==> config.mk <==
export PLATFORM = sky130hd
export DESIGN_NAME = fetch_unit_flat
export DESIGN_NICKNAME = d
export VERILOG_FILES = /design/src/rtl/fetch_unit_pkg.sv /design/src/rtl/fetch_unit_if.sv /design/src/rtl/fetch_unit_fetch_buffer.sv /design/src/rtl/fetch_unit.sv /design/src/flat_wrapper.sv
export SDC_FILE = /design/constraint.sdc
export NUM_CORES = 1
export LEC_CHECK = 0
export BUFFER_PORTS_ARGS = -buffer_cell sky130_fd_sc_hd__clkbuf_2
export CAP_MARGIN = 20
export CELL_PAD_IN_SITES_DETAIL_PLACEMENT = 1
export CELL_PAD_IN_SITES_GLOBAL_PLACEMENT = 2
export CORE_ASPECT_RATIO = 1.1
export CORE_MARGIN = 1
export CORE_UTILIZATION = 35
export DETAILED_ROUTE_END_ITERATION = 6
export PLACE_DENSITY_LB_ADDON = 0.1
export SLEW_MARGIN = 20
export SYNTH_ARGS = -nofsm -noshare
export SYNTH_HDL_FRONTEND = slang
export SYNTH_SLANG_ARGS = --single-unit
==> constraint.sdc <==
create_clock -name clk_i -period 6.8 [get_ports clk_i]
set_input_delay 0.68 -clock clk_i [delete_from_list [all_inputs] [get_ports clk_i]]
set_output_delay 0.68 -clock clk_i [all_outputs]
set_load 0.03 [all_outputs]
==> src/rtl/fetch_unit_pkg.sv <==
// Shared pipeline types and constants for the instruction-fetch stage.
package fetch_unit_pkg;

    typedef logic [31:0] addr_t;
    typedef logic [31:0] word_t;

    localparam addr_t RESET_PC  = 32'h0000_0000;
    localparam word_t NOP_INSTR = 32'h0000_0000;   // sll $0,$0,0

    typedef enum logic [1:0] {
        ST_IDLE,
        ST_WAIT,
        ST_KILL
    } fetch_state_t;

    function automatic addr_t pc_inc(input addr_t pc);
        return pc + 32'd4;
    endfunction

endpackage

==> src/rtl/fetch_unit_if.sv <==
// Instruction-memory read port: one request channel, one response channel.
interface fetch_unit_if;
    import fetch_unit_pkg::*;

    logic  imem_req;
    addr_t imem_addr;
    logic  imem_ready;
    logic  imem_rvalid;
    word_t imem_rdata;

    modport master (
        output imem_req,
        output imem_addr,
        input  imem_ready,
        input  imem_rvalid,
        input  imem_rdata
    );

    modport slave (
        input  imem_req,
        input  imem_addr,
        output imem_ready,
        output imem_rvalid,
        output imem_rdata
    );

endinterface

==> src/rtl/fetch_unit_fetch_buffer.sv <==
// Single-entry skid buffer holding a returned word while decode is stalled.
module fetch_buffer
    import fetch_unit_pkg::*;
(
    input  logic  clk_i,
    input  logic  rst_i,
    input  logic  load_i,
    input  logic  consume_i,
    input  logic  clear_i,
    input  word_t instr_i,
    input  addr_t pc_i,
    output logic  valid_o,
    output word_t instr_o,
    output addr_t pc_o
);

    logic  valid_q, valid_d;
    word_t instr_q, instr_d;
    addr_t pc_q,    pc_d;

    always_comb begin
        valid_d = valid_q;
        instr_d = instr_q;
        pc_d    = pc_q;
        if (clear_i) begin
            valid_d = 1'b0;
        end else if (load_i) begin
            valid_d = 1'b1;
            instr_d = instr_i;
            pc_d    = pc_i;
        end else if (consume_i) begin
            valid_d = 1'b0;
        end
    end

    always_ff @(posedge clk_i or posedge rst_i) begin
        if (rst_i) begin
            valid_q <= 1'b0;
            instr_q <= NOP_INSTR;
            pc_q    <= RESET_PC;
        end else begin
            valid_q <= valid_d;
            instr_q <= instr_d;
            pc_q    <= pc_d;
        end
    end

    assign valid_o = valid_q;
    assign instr_o = instr_q;
    assign pc_o    = pc_q;

endmodule

==> src/rtl/fetch_unit.sv <==
// Fetch stage: PC, single-outstanding imem read, one-word buffer, F/D register.
//   state   | meaning
//   ST_IDLE | nothing outstanding
//   ST_WAIT | one request outstanding, response wanted
//   ST_KILL | one request outstanding, response discarded (redirected)
module fetch_unit
    import fetch_unit_pkg::*;
(
    input  logic         clk_i,
    input  logic         rst_i,
    input  logic         stall_f_i,
    input  logic         stall_d_i,
    input  logic         flush_d_i,
    input  logic         pc_src_d_i,
    input  addr_t        pc_branch_d_i,
    input  logic [2:0]   jump_d_i,
    input  addr_t        pc_jump_d_i,
    fetch_unit_if.master imem,
    output word_t        instr_d_o,
    output addr_t        pc_plus_4_d_o,
    output logic         valid_d_o
);

    fetch_state_t state_q, state_d;
    addr_t        pc_f_q, pc_f_d;
    addr_t        req_pc_q, req_pc_d;
    word_t        instr_d_q, instr_d_d;
    addr_t        pc4_d_q, pc4_d_d;
    logic         valid_d_q, valid_d_d;

    logic  redirect, advance, resp, take_fd;
    logic  fb_valid, fb_load, fb_consume, fb_free, bypass;
    logic  req, accept;
    addr_t target;
    word_t fb_instr;
    addr_t fb_pc;

    fetch_buffer u_fetch_buffer (
        .clk_i     (clk_i),
        .rst_i     (rst_i),
        .load_i    (fb_load),
        .consume_i (fb_consume),
        .clear_i   (redirect),
        .instr_i   (imem.imem_rdata),
        .pc_i      (req_pc_q),
        .valid_o   (fb_valid),
        .instr_o   (fb_instr),
        .pc_o      (fb_pc)
    );

    always_comb begin
        redirect   = ~stall_d_i & (pc_src_d_i | (jump_d_i != 3'd0));
        target     = pc_src_d_i ? pc_branch_d_i : pc_jump_d_i;
        advance    = ~stall_d_i;
        resp       = imem.imem_rvalid & (state_q == ST_WAIT);
        take_fd    = advance & ~flush_d_i & ~redirect;
        fb_consume = take_fd & fb_valid;
        bypass     = take_fd & ~fb_valid & resp;
        // a response on a redirected path is dropped, never buffered
        fb_load    = resp & ~bypass & ~redirect;
        fb_free    = (~fb_valid | fb_consume) & ~fb_load;
        req        = ~rst_i & ~stall_f_i & ~redirect &
                     ((state_q == ST_IDLE) | resp) & fb_free;
        accept     = req & imem.imem_ready;
    end

    always_comb begin
        state_d   = state_q;
        pc_f_d    = pc_f_q;
        req_pc_d  = req_pc_q;
        instr_d_d = instr_d_q;
        pc4_d_d   = pc4_d_q;
        valid_d_d = valid_d_q;

        case (state_q)
            ST_IDLE: if (accept) state_d = ST_WAIT;
            ST_WAIT: begin
                if (imem.imem_rvalid)
                    state_d = accept ? ST_WAIT : ST_IDLE;
                else if (redirect)
                    state_d = ST_KILL;
            end
            ST_KILL: if (imem.imem_rvalid) state_d = ST_IDLE;
            default: state_d = ST_IDLE;
        endcase

        if (redirect)
            pc_f_d = target;
        else if (accept)
            pc_f_d = pc_inc(pc_f_q);

        if (accept)
            req_pc_d = pc_f_q;

        if (advance) begin
            if (flush_d_i || redirect) begin
                instr_d_d = NOP_INSTR;
                valid_d_d = 1'b0;
            end else if (fb_valid) begin
                instr_d_d = fb_instr;
                pc4_d_d   = pc_inc(fb_pc);
                valid_d_d = 1'b1;
            end else if (resp) begin
                instr_d_d = imem.imem_rdata;
                pc4_d_d   = pc_inc(req_pc_q);
                valid_d_d = 1'b1;
            end else begin
                instr_d_d = NOP_INSTR;
                valid_d_d = 1'b0;
            end
        end
    end

    always_ff @(posedge clk_i or posedge rst_i) begin
        if (rst_i) begin
            state_q   <= ST_IDLE;
            pc_f_q    <= RESET_PC;
            req_pc_q  <= RESET_PC;
            instr_d_q <= NOP_INSTR;
            pc4_d_q   <= '0;
            valid_d_q <= 1'b0;
        end else begin
            state_q   <= state_d;
            pc_f_q    <= pc_f_d;
            req_pc_q  <= req_pc_d;
            instr_d_q <= instr_d_d;
            pc4_d_q   <= pc4_d_d;
            valid_d_q <= valid_d_d;
        end
    end

    assign imem.imem_req  = req;
    assign imem.imem_addr = pc_f_q;
    assign instr_d_o      = instr_d_q;
    assign pc_plus_4_d_o  = pc4_d_q;
    assign valid_d_o      = valid_d_q;

endmodule

==> src/flat_wrapper.sv <==
// flat-port wrapper written by rule: the top's interface ports become plain ports
module fetch_unit_flat import fetch_unit_pkg::*;
  (clk_i, rst_i, stall_f_i, stall_d_i, flush_d_i, pc_src_d_i, pc_branch_d_i, jump_d_i, pc_jump_d_i, instr_d_o, pc_plus_4_d_o, valid_d_o, imem_imem_req, imem_imem_addr, imem_imem_ready, imem_imem_rvalid, imem_imem_rdata);
  fetch_unit_if imem_i ();
  input  logic clk_i;
  input  logic rst_i;
  input  logic stall_f_i;
  input  logic stall_d_i;
  input  logic flush_d_i;
  input  logic pc_src_d_i;
  input  addr_t pc_branch_d_i;
  input  logic [2:0] jump_d_i;
  input  addr_t pc_jump_d_i;
  output word_t instr_d_o;
  output addr_t pc_plus_4_d_o;
  output logic valid_d_o;
  output wire logic [$bits(imem_i.imem_req)-1:0] imem_imem_req;
  output wire logic [$bits(imem_i.imem_addr)-1:0] imem_imem_addr;
  input wire logic [$bits(imem_i.imem_ready)-1:0] imem_imem_ready;
  input wire logic [$bits(imem_i.imem_rvalid)-1:0] imem_imem_rvalid;
  input wire logic [$bits(imem_i.imem_rdata)-1:0] imem_imem_rdata;
  assign imem_imem_req = imem_i.imem_req;
  assign imem_imem_addr = imem_i.imem_addr;
  assign imem_i.imem_ready = imem_imem_ready;
  assign imem_i.imem_rvalid = imem_imem_rvalid;
  assign imem_i.imem_rdata = imem_imem_rdata;
  fetch_unit u_core (.clk_i(clk_i), .rst_i(rst_i), .stall_f_i(stall_f_i), .stall_d_i(stall_d_i), .flush_d_i(flush_d_i), .pc_src_d_i(pc_src_d_i), .pc_branch_d_i(pc_branch_d_i), .jump_d_i(jump_d_i), .pc_jump_d_i(pc_jump_d_i), .imem(imem_i), .instr_d_o(instr_d_o), .pc_plus_4_d_o(pc_plus_4_d_o), .valid_d_o(valid_d_o));
endmodule
==> impl_metrics.env <==
export IMPL_status="complete, no violations"
export IMPL_synth_edff_count=0
export IMPL_syn_area_mm2=0.009833
export IMPL_tightestPinTransition_ps=1045
export IMPL_num_nets_final=1230
export IMPL_fin_crit_ps=3389
export IMPL_cp_start_kind="flop"
export IMPL_final_util_pct=43.06
export IMPL_synth_cell_types=58
export IMPL_tns_ps=0
export IMPL_synth_warning_count=0
export IMPL_async_reset_ff_share_pct=100.0
export IMPL_path_clk_slew_ps=70
export IMPL_synth_top_family_by_area="simple AND/OR/NAND/NOR gates"
export IMPL_drtPass1Iterations=4
export IMPL_grt_pass1_wl_mm=43.39
export IMPL_drtIter0Drc=354
export IMPL_vias_per_cell=5.235
export IMPL_synthAdderAreaFrac_pct=0.2545
export IMPL_slew_headroom_pct=30.34
export IMPL_required_ps=7130
export IMPL_cts_max_level=4
export IMPL_cts_hold_buffers_added=0
export IMPL_drive_above_1_share_pct=29.10
export IMPL_synth_simple_area_share_pct=17.10
export IMPL_cp_end_kind="flop"
export IMPL_worstHoldPathType="in2async"
export IMPL_max_cap_viol_count=0
export IMPL_cts_sinks=196
export IMPL_cts_tree="done"
export IMPL_grt_total_usage_pct=19.03
export IMPL_dp_cells=1459
export IMPL_synth_ff_type="dfrtp_1"
export IMPL_grt_pass1_vias=8021
export IMPL_synth_mux_area_share_pct=15.42
export IMPL_core_area_mm2=0.02727
export IMPL_synth_seq_area_share_pct=49.88
export IMPL_io_pins=205
export IMPL_fp_dieH_um=177.8
export IMPL_syn_nets=1052
export IMPL_syn_inst=943
export IMPL_die_w_um=161.8
export IMPL_antenna_found_initial=0
export IMPL_gp_congestion=0.7838
export IMPL_p_leak_nw=5.322
export IMPL_ir_drop_v=0.0001611
export IMPL_fillers=3137
export IMPL_worstSetupPathType="reg2reg"
export IMPL_layout_commonest_cell="clkbuf_2"
export IMPL_rsz0062_at_grt="no"
export IMPL_finalSetupViolCount=0
export IMPL_dr_total_vias=7805
export IMPL_cp_arrival_ps=3720
export IMPL_numPortBuffers=204
export IMPL_gr_total_overflow=0
export IMPL_cts_made_buffers=17
export IMPL_synth_seq_cells=196
export IMPL_detailed_place_hpwl_mm=18.14
export IMPL_cts_setup_buffers=0
export IMPL_synth_xor_area_share_pct=1.870
export IMPL_finalHoldViolCount=0
export IMPL_postRouteAntennaNets=0
export IMPL_synth_compound_area_share_pct=12.32
export IMPL_cts_root_buf="clkbuf_16"
export IMPL_remaining_drc_errors=0
export IMPL_rows=63
export IMPL_clk_path_buf_depth=2
export IMPL_avgSynthCellArea_um2=10.43
export IMPL_wl_per_cell_um=17.60
export IMPL_die_area_mm2=0.02877
export IMPL_most_common_layout_cells="clkbuf_2, dfrtp_1, nand2_1"
export IMPL_finClkSkew_ps=9.694
export IMPL_antenna_cells=0
export IMPL_areaGrowthSynthToFinish_pct=19.44
export IMPL_maxSlewViolCount=0
export IMPL_cts_resized=0
export IMPL_grt_max_degree=96
export IMPL_initial_core_util_pct=36.05
export IMPL_power_density_mw_per_mm2=266.8
export IMPL_insertion_delay_ps=440
export IMPL_min_period_over_period_pct=49.84
export IMPL_drt_wl_total_mm=26.24
export IMPL_cp_max_fo=63
export IMPL_max_freq_mhz=295.1
export IMPL_fin_cells=1491
power breakdown:
group          internal [mW]  switching [mW]  total, mW
Sequential              1.36           0.194       1.56
Combinational          0.261           0.308      0.569
Clock                  0.571           0.439       1.01
path summary, 6_finish.rpt:
check	startpoint	end	slack, ps	depth (start not counted)
worst max register to register	u_core.u_fetch_buffer.valid_o	u_core.pc_plus_4_d_o[30]	3410	7
worst min-delay path	rst_i	u_core.imem.imem_addr[0]	120	2
worst max-delay path	u_core.u_fetch_buffer.valid_o	u_core.pc_plus_4_d_o[30]	3410	7
worst min register to register	u_core.pc_plus_4_d_o[8]	u_core.pc_plus_4_d_o[8]	480	2
max in group asynchronous	rst_i	u_core.instr_d_o[27]	4720	4
min in group clk_i	imem_imem_rvalid	u_core.state_q[1]	470	2
cells in the mapped netlist, types with 4 or more instances:
cell / number / area share [%]
inv_1: 6 / 0.23
nor2b_1: 18 / 1.1
o31a_1: 8 / 0.71
mux2_2: 68 / 7.8
xnor2_1: 15 / 1.3
nand4b_1: 6 / 0.53
and4_1: 4 / 0.36
clkbuf_1: 31 / 1.2
o31ai_1: 13 / 0.99
nand4_1: 15 / 0.95
nor4_1: 11 / 0.70
nand2_1: 187 / 7.1
mux2i_1: 75 / 7.6
a21oi_1: 10 / 0.51
or4_1: 9 / 0.69
a311oi_1: 11 / 0.98
xor2_1: 6 / 0.53
nand3_1: 25 / 1.3
nor3_1: 5 / 0.25
nor2_1: 20 / 0.76
buf_2: 15 / 0.76
dfrtp_1: 196 / 50
a211oi_1: 28 / 2.1
a31oi_1: 10 / 0.64
nand3b_1: 8 / 0.61
o211ai_1: 13 / 0.99
o21ai_0: 61 / 3.1
buf_1: 9 / 0.34
and3_1: 10 / 0.64
per-layer routing:
layer	wire length (µm)	GRT usage (%)	up-vias
li1	-	-	3773
met1	13250	27.23	3825
met2	11520	29.56	190
met3	1229	3.529	17
met4	244	4.520	0
met5	0	0	-
registers in the layout, summed over array words and instances, names as in the netlist:
register / flops
u_core.u_fetch_buffer.valid_o: 1
u_core.imem.imem_addr: 32
u_core.u_fetch_buffer.pc_o: 32
u_core.pc_plus_4_d_o: 32
u_core.req_pc_q: 32
u_core.state_q: 2
u_core.u_fetch_buffer.instr_o: 32
u_core.valid_d_o: 1
u_core.instr_d_o: 32
metrics by stage:
stage | cell area [µm²] | hold slack [ps] | total power [mW] | setup slack, ps
floorplan | 9837 | 462.1 | 1.945 | 1500
global placement | 11150 | 461.9 | 2.127 | 2711
detailed placement | 11150 | 463.5 | 2.155 | 2592
CTS | 11740 | 106.0 | 3.184 | 3075
global route | 11750 | 112.0 | 3.320 | 3103
finish | 11750 | 122.8 | 3.134 | 3411
kinds of logic after synthesis:
kind of cell,after synthesis
AOI/OAI and AO/OA,177
buffers and inverters,65
and+or+nand+nor,339
DFF,196
adders and majority gates,2
xor gates and xnor gates,21
muxes,143
worst max-delay path, stage by stage, from the launching register on:
cell	delay, ps
dfrtp_4	720
buf_4	860
mux2i_1	300
a211oi_1	280
buf_4	190
nand4bb_1	320
o31a_1	400
o31ai_1	190
cell type report:
cell class | instances | area, µm² | area share [%]
Timing Repair Buffer | 218 | 1126 | 9.588
Tap cell | 357 | 446.7 | 3.803
Inverter | 6 | 26.28 | 0.2237
Multi-Input combinational cell | 682 | 4656 | 39.64
Sequential cell | 196 | 4908 | 41.79
Clock inverter | 8 | 100.1 | 0.8522
Clock buffer | 24 | 481.7 | 4.101
Power figures use the tool's default switching activity.
